==> config.mk <==
export PLATFORM = sky130hd
export DESIGN_NAME = led_event_stretcher
export DESIGN_NICKNAME = d
export VERILOG_FILES = /design/src/rtl/led_event_stretcher.sv
export SDC_FILE = /design/constraint.sdc
export NUM_CORES = 1
export LEC_CHECK = 0
export CAP_MARGIN = 20
export CORE_ASPECT_RATIO = 0.8
export CORE_UTILIZATION = 43
export DETAILED_ROUTE_END_ITERATION = 16
export GPL_TIMING_DRIVEN = 0
export HOLD_SLACK_MARGIN = 0.02
export PLACE_DENSITY = 0.73
export SYNTH_ARGS = -nofsm -noshare
export SYNTH_HDL_FRONTEND = slang
export SYNTH_SLANG_ARGS = --single-unit
==> constraint.sdc <==
create_clock -name CLK -period 6.01 [get_ports CLK]
set_clock_uncertainty 0.1 [all_clocks]
set_input_delay 0.9015 -clock CLK [delete_from_list [all_inputs] [get_ports CLK]]
set_output_delay 0.9015 -clock CLK [all_outputs]
set_load 0.005 [all_outputs]
==> src/rtl/led_event_stretcher.sv <==
// Stretches single-cycle event strobes into visible LED blinks timed by a slow CE tick.
// Events arriving mid-blink are queued in a saturating counter and replayed after a forced off-gap.
module led_event_stretcher #(
    parameter int       ON_TICKS   = 8,
    parameter int       GAP_TICKS  = 4,
    parameter int       CNTR_WIDTH = 4,
    parameter int       PEND_WIDTH = 3,
    parameter bit       LED_POL    = 1'b1
) (
    input  logic                  CLK,
    input  logic                  RST,
    input  logic                  CE,
    input  logic                  EVT_IN,
    output logic                  LED_OUT,
    output logic                  BUSY,
    output logic [PEND_WIDTH-1:0] PEND_CNT,
    output logic                  OVF
);

    typedef enum logic [1:0] {IDLE, ON, GAP} state_t;

    localparam logic [CNTR_WIDTH-1:0] ON_LAST  = CNTR_WIDTH'(ON_TICKS - 1);
    localparam logic [CNTR_WIDTH-1:0] GAP_LAST = CNTR_WIDTH'(GAP_TICKS - 1);
    localparam logic [PEND_WIDTH-1:0] PEND_MAX = '1;

    state_t                state;
    logic [CNTR_WIDTH-1:0] tick_cnt;
    logic                  gap_end;
    logic                  restart;

    assign gap_end = (state == GAP) && CE && (tick_cnt == GAP_LAST);
    assign restart = gap_end && ((PEND_CNT != '0) || EVT_IN);

    always_ff @(posedge CLK) begin
        if (RST) begin
            state    <= IDLE;
            tick_cnt <= '0;
            LED_OUT  <= ~LED_POL;
            BUSY     <= 1'b0;
            PEND_CNT <= '0;
            OVF      <= 1'b0;
        end else begin
            case (state)
                IDLE: begin
                    if (EVT_IN) begin
                        state    <= ON;
                        LED_OUT  <= LED_POL;
                        BUSY     <= 1'b1;
                        tick_cnt <= '0;
                    end
                end
                ON: begin
                    if (CE) begin
                        if (tick_cnt == ON_LAST) begin
                            state    <= GAP;
                            LED_OUT  <= ~LED_POL;
                            tick_cnt <= '0;
                        end else begin
                            tick_cnt <= tick_cnt + 1'b1;
                        end
                    end
                end
                GAP: begin
                    if (CE) begin
                        if (tick_cnt == GAP_LAST) begin
                            tick_cnt <= '0;
                            if (restart) begin
                                state   <= ON;
                                LED_OUT <= LED_POL;
                            end else begin
                                state <= IDLE;
                                BUSY  <= 1'b0;
                            end
                        end else begin
                            tick_cnt <= tick_cnt + 1'b1;
                        end
                    end
                end
                default: begin
                    state    <= IDLE;
                    tick_cnt <= '0;
                    LED_OUT  <= ~LED_POL;
                    BUSY     <= 1'b0;
                end
            endcase

            // A strobe that itself restarts a blink is consumed, not queued.
            if ((state != IDLE) && EVT_IN && !restart) begin
                if (PEND_CNT != PEND_MAX)
                    PEND_CNT <= PEND_CNT + 1'b1;
                else
                    OVF <= 1'b1;
            end else if (restart && !EVT_IN && (PEND_CNT != '0)) begin
                PEND_CNT <= PEND_CNT - 1'b1;
            end
        end
    end

endmodule

==> results.md, run 1 <==
- Status: complete, no violations
- Largest area contributor in the netlist: dfxtp_1
- Die Y: 40.3 µm
- F_max: 368 MHz
- Worst R2R End: state[0]
- CTS max path bufs: 2
- CTS tree: yes
- RSZ-0062 raised after global routing: false
- Wirelength per Cell: 13.5 µm
- Avg Cell Area, Syn: 9.15 µm²
- Logic pwr share: 49.2%
- Synthesis-to-finish area growth: 19.6%
- Drt pass-1 iters: 4
- Met1 WL: 874 µm
- Final setup fails: 0
- Post-synth top cells: 12 x dfxtp_1, 9 x a21oi_1, 6 x ha_1
- Leakage: 0.338 nW
- Part of the power in registers: 32.0%
- Net Sw Frac: 40.4%
- Via count: 674
- Routed wire length: 1.63 mm
- Yosys top cell area share: 30.5%
- Post-Syn Instances: 86
- Vias per cell: 5.57
- Worst path max stage delay: 0.60 ns
- Arrival time worst endpoint: 2.79 ns
- Worst-Skew Late Latency: 0.28 ns
- Detailed Place HPWL: 1.18 mm
- Worst setup path start: EVT_IN
- Final hold viol count: 0
- Starting Density: 47.0%
- Reg2reg start: state[0]
- Clock sink count: 12
- Slowest-stage cell, CP: clkdlybuf4s50_1
- Die span in x: 49.8 µm
- Ys async rst share: 0%
- First-pass GRT wire length: 2.45 mm
- Num ports: 10
- Core ar.: 0.00168 mm²
- Synth cell types: 34
- Fin Setup TNS: 0 ns
- Clk slew on worst S/H paths: 0.08 ns
- Root Driver: clkbuf_4
- Syn_nets: 97
- GPL Wtd Cong: 0.730
- Critical path buffer and inverter count: 2
- Synth top area cells: dfxtp_1 31%, ha_1 9.5%, a21oi_1 5.7%
- Std-Cell Rows: 13
- Die Area: 0.00201 mm²
- Port buffer count: 9
- Power density cells: 372 mW/mm²
- Min Hold Slack: 0.376 ns
- Post-route ant nets: 0
- Met2 wire len: 682 µm
- EDFF count, synth: 0
- Clock network power share: 18.8%
- Worst VDD drop: 0.279 mV
- H-Tree Depth: 1
- Hold Crit Class: reg -> reg
- Hold bufs inserted after CTS: 0
- Final Max Tran Viols: 0
- Maximum number of pins on one net before global-route repair: 11
- Diode count: 0
- Startpoint Class: input pin
- Hold depth: 2
- Slew Limit Headroom: 59.2%
- Least-Margin Pin Slew: 0.609 ns
- CP endpoint kind: flip-flop
- WHS Endpoint: tick_cnt[1]
- Syn. warnings: 0
- Instance count on the critical path: 7
- Main synth FF type: dfxtp_1
- Hold path startpoint: tick_cnt[1]
- Sequential-to-total area share from yosys stat: 30.5%
- Grt total ovfl: 0
- Share of layout cells above drive strength 1: 10.1%
- Post-layout min period: 2.72 ns
- Yosys reg bits: 12
- Total track usage: 17.1%
- Postcts setup bufs: 0
- Met3 routed WL: 72 µm
- Vias in the first global route: 547
- Top Layer Used: met3
- Ordered cell list for the critical path: clkdlybuf4s50_1, inv_1, nor2_1, nand2_1, fa_1, mux2i_1, mux2_1
- TritonCTS Buffers: 3
- # DRC: 0
- Critical-path maximum fanout: 5
- Int Power: 0.208 mW
- Crit share post-route: 45.2%
- Switching Power: 0.141 mW
- CP Class: in -> reg
- Count leader, synth: dfxtp_1
- Worst reg2reg setup slack: 3.72 ns
- Iter 0 DRT Violations: 8
- Register-to-Register Path Depth: 6
- Initial antenna violation count: 0
- Critical path's top delay family: buffers and inverters
- Max Cap Violations: 0
- Final nets: 111
- Synthesized cell area: 787 µm²
- Worst EP required: 6.08 ns
- Post-cts resize count: 0
==> flip-flops by register name (all words and copies together) (netlist names) <==
| name | cells |
|---|---|
| tick_cnt | 4 |
| PEND_CNT | 3 |
| LED_OUT | 1 |
| BUSY | 1 |
| state | 2 |
| OVF | 1 |
==> through the flow <==
| step | utilization, % | total power [mW] | area [µm²] | setup slack, ns | instances |
|---|---|---|---|---|---|
| after floorplan | - | 0.232 | 787 | 3.70 | 86 |
| after global placement | 54.0 | 0.281 | 905 | 3.00 | 117 |
| after detailed placement | 54.0 | 0.284 | 905 | 3.00 | 117 |
| after CTS | 56.2 | 0.351 | 941 | 3.30 | 121 |
| after global routing | 56.2 | 0.376 | 941 | 3.20 | 121 |
| final | 56.2 | 0.350 | 941 | 3.29 | 121 |
==> layout by cell type (no fill, tap or decap), drive strengths merged, types with 5 or more instances in the layout <==
cell	instances
dfxtp	12
ha	6
nand2	5
clkdlybuf4s50	9
a21oi	9
o21ai	5
nor2	5
inv	5
clkbuf	5
==> worst max path at each step <==
stage                       end  slack [ns]
floorplan           PEND_CNT[2]        3.70
global placement    PEND_CNT[2]        3.00
detailed placement  PEND_CNT[2]        3.00
CTS                 PEND_CNT[2]        3.30
global route        PEND_CNT[2]        3.20
finish              PEND_CNT[2]        3.29
==> worst register-to-register path, delay by kind of cell (launching register included) <==
family,cells,cell delay (ns)
compound gates,3,0.91
flops,1,0.39
simple gates,1,0.37
fa+ha+maj,1,0.32
buf+inv,1,0.10
==> power groups by stage <==
| stage | clock [mW] | combinational [mW] | sequential (mW) |
|---|---|---|---|
| after CTS | 0.0675 | 0.172 | 0.112 |
| final | 0.0656 | 0.172 | 0.112 |
| after global routing | 0.0704 | 0.191 | 0.114 |
| after detailed placement | 0 | 0.170 | 0.114 |
| after floorplan | 0 | 0.120 | 0.112 |
| after global placement | 0 | 0.168 | 0.112 |
==> logic make-up after synthesis <==
| group | count (synthesis) | share of synthesized area [%] |
|---|---|---|
| fa+ha+maj | 7 | 12.1 |
| buf+inv | 6 | 2.86 |
| simple gates | 33 | 28.3 |
| compound gates | 25 | 22.3 |
| flops | 12 | 30.5 |
| mux | 3 | 3.97 |
==> routing by layer <==
metal  global-route usage, %  up-vias
met4                    2.14        0
met2                    26.0       11
li1                        -      349
met3                    7.20        0
met5                       0        -
met1                    23.2      314
==> area by class of cell <==
cell class | instances | area, µm²
fill | 159 | 734
multi-input combinational | 68 | 524
sequential | 12 | 240
timing repair buffer | 9 | 90.1
clock buffer | 4 | 36.3
tap | 22 | 27.5
inverter | 5 | 18.8
buffer | 1 | 3.75
Power figures use the tool's default switching activity.
==> inputs of run 2 (changes only) <==
==> constraint.sdc (replaced) <==
create_clock -name CLK -period 2.5 [get_ports CLK]
set_clock_uncertainty 0.1 [all_clocks]
set_input_delay 0.375 -clock CLK [delete_from_list [all_inputs] [get_ports CLK]]
set_output_delay 0.375 -clock CLK [all_outputs]
set_load 0.005 [all_outputs]
==> results of run 2 <==
The final DEF is identical to that of run 1. Status: complete, no violations.
Main changes from that run: setup slack after placement 3.00 ns -> 0.0118 ns; setup slack after layout 3.29 ns -> 0.208 ns; start point of the critical path EVT_IN -> state[0]; end point of the critical path PEND_CNT[2] -> state[0]; register-to-register setup slack 3.72 ns -> 0.21 ns; total power 0.350 mW -> 0.841 mW; worst IR drop on VDD 0.279 mV -> 0.671 mV
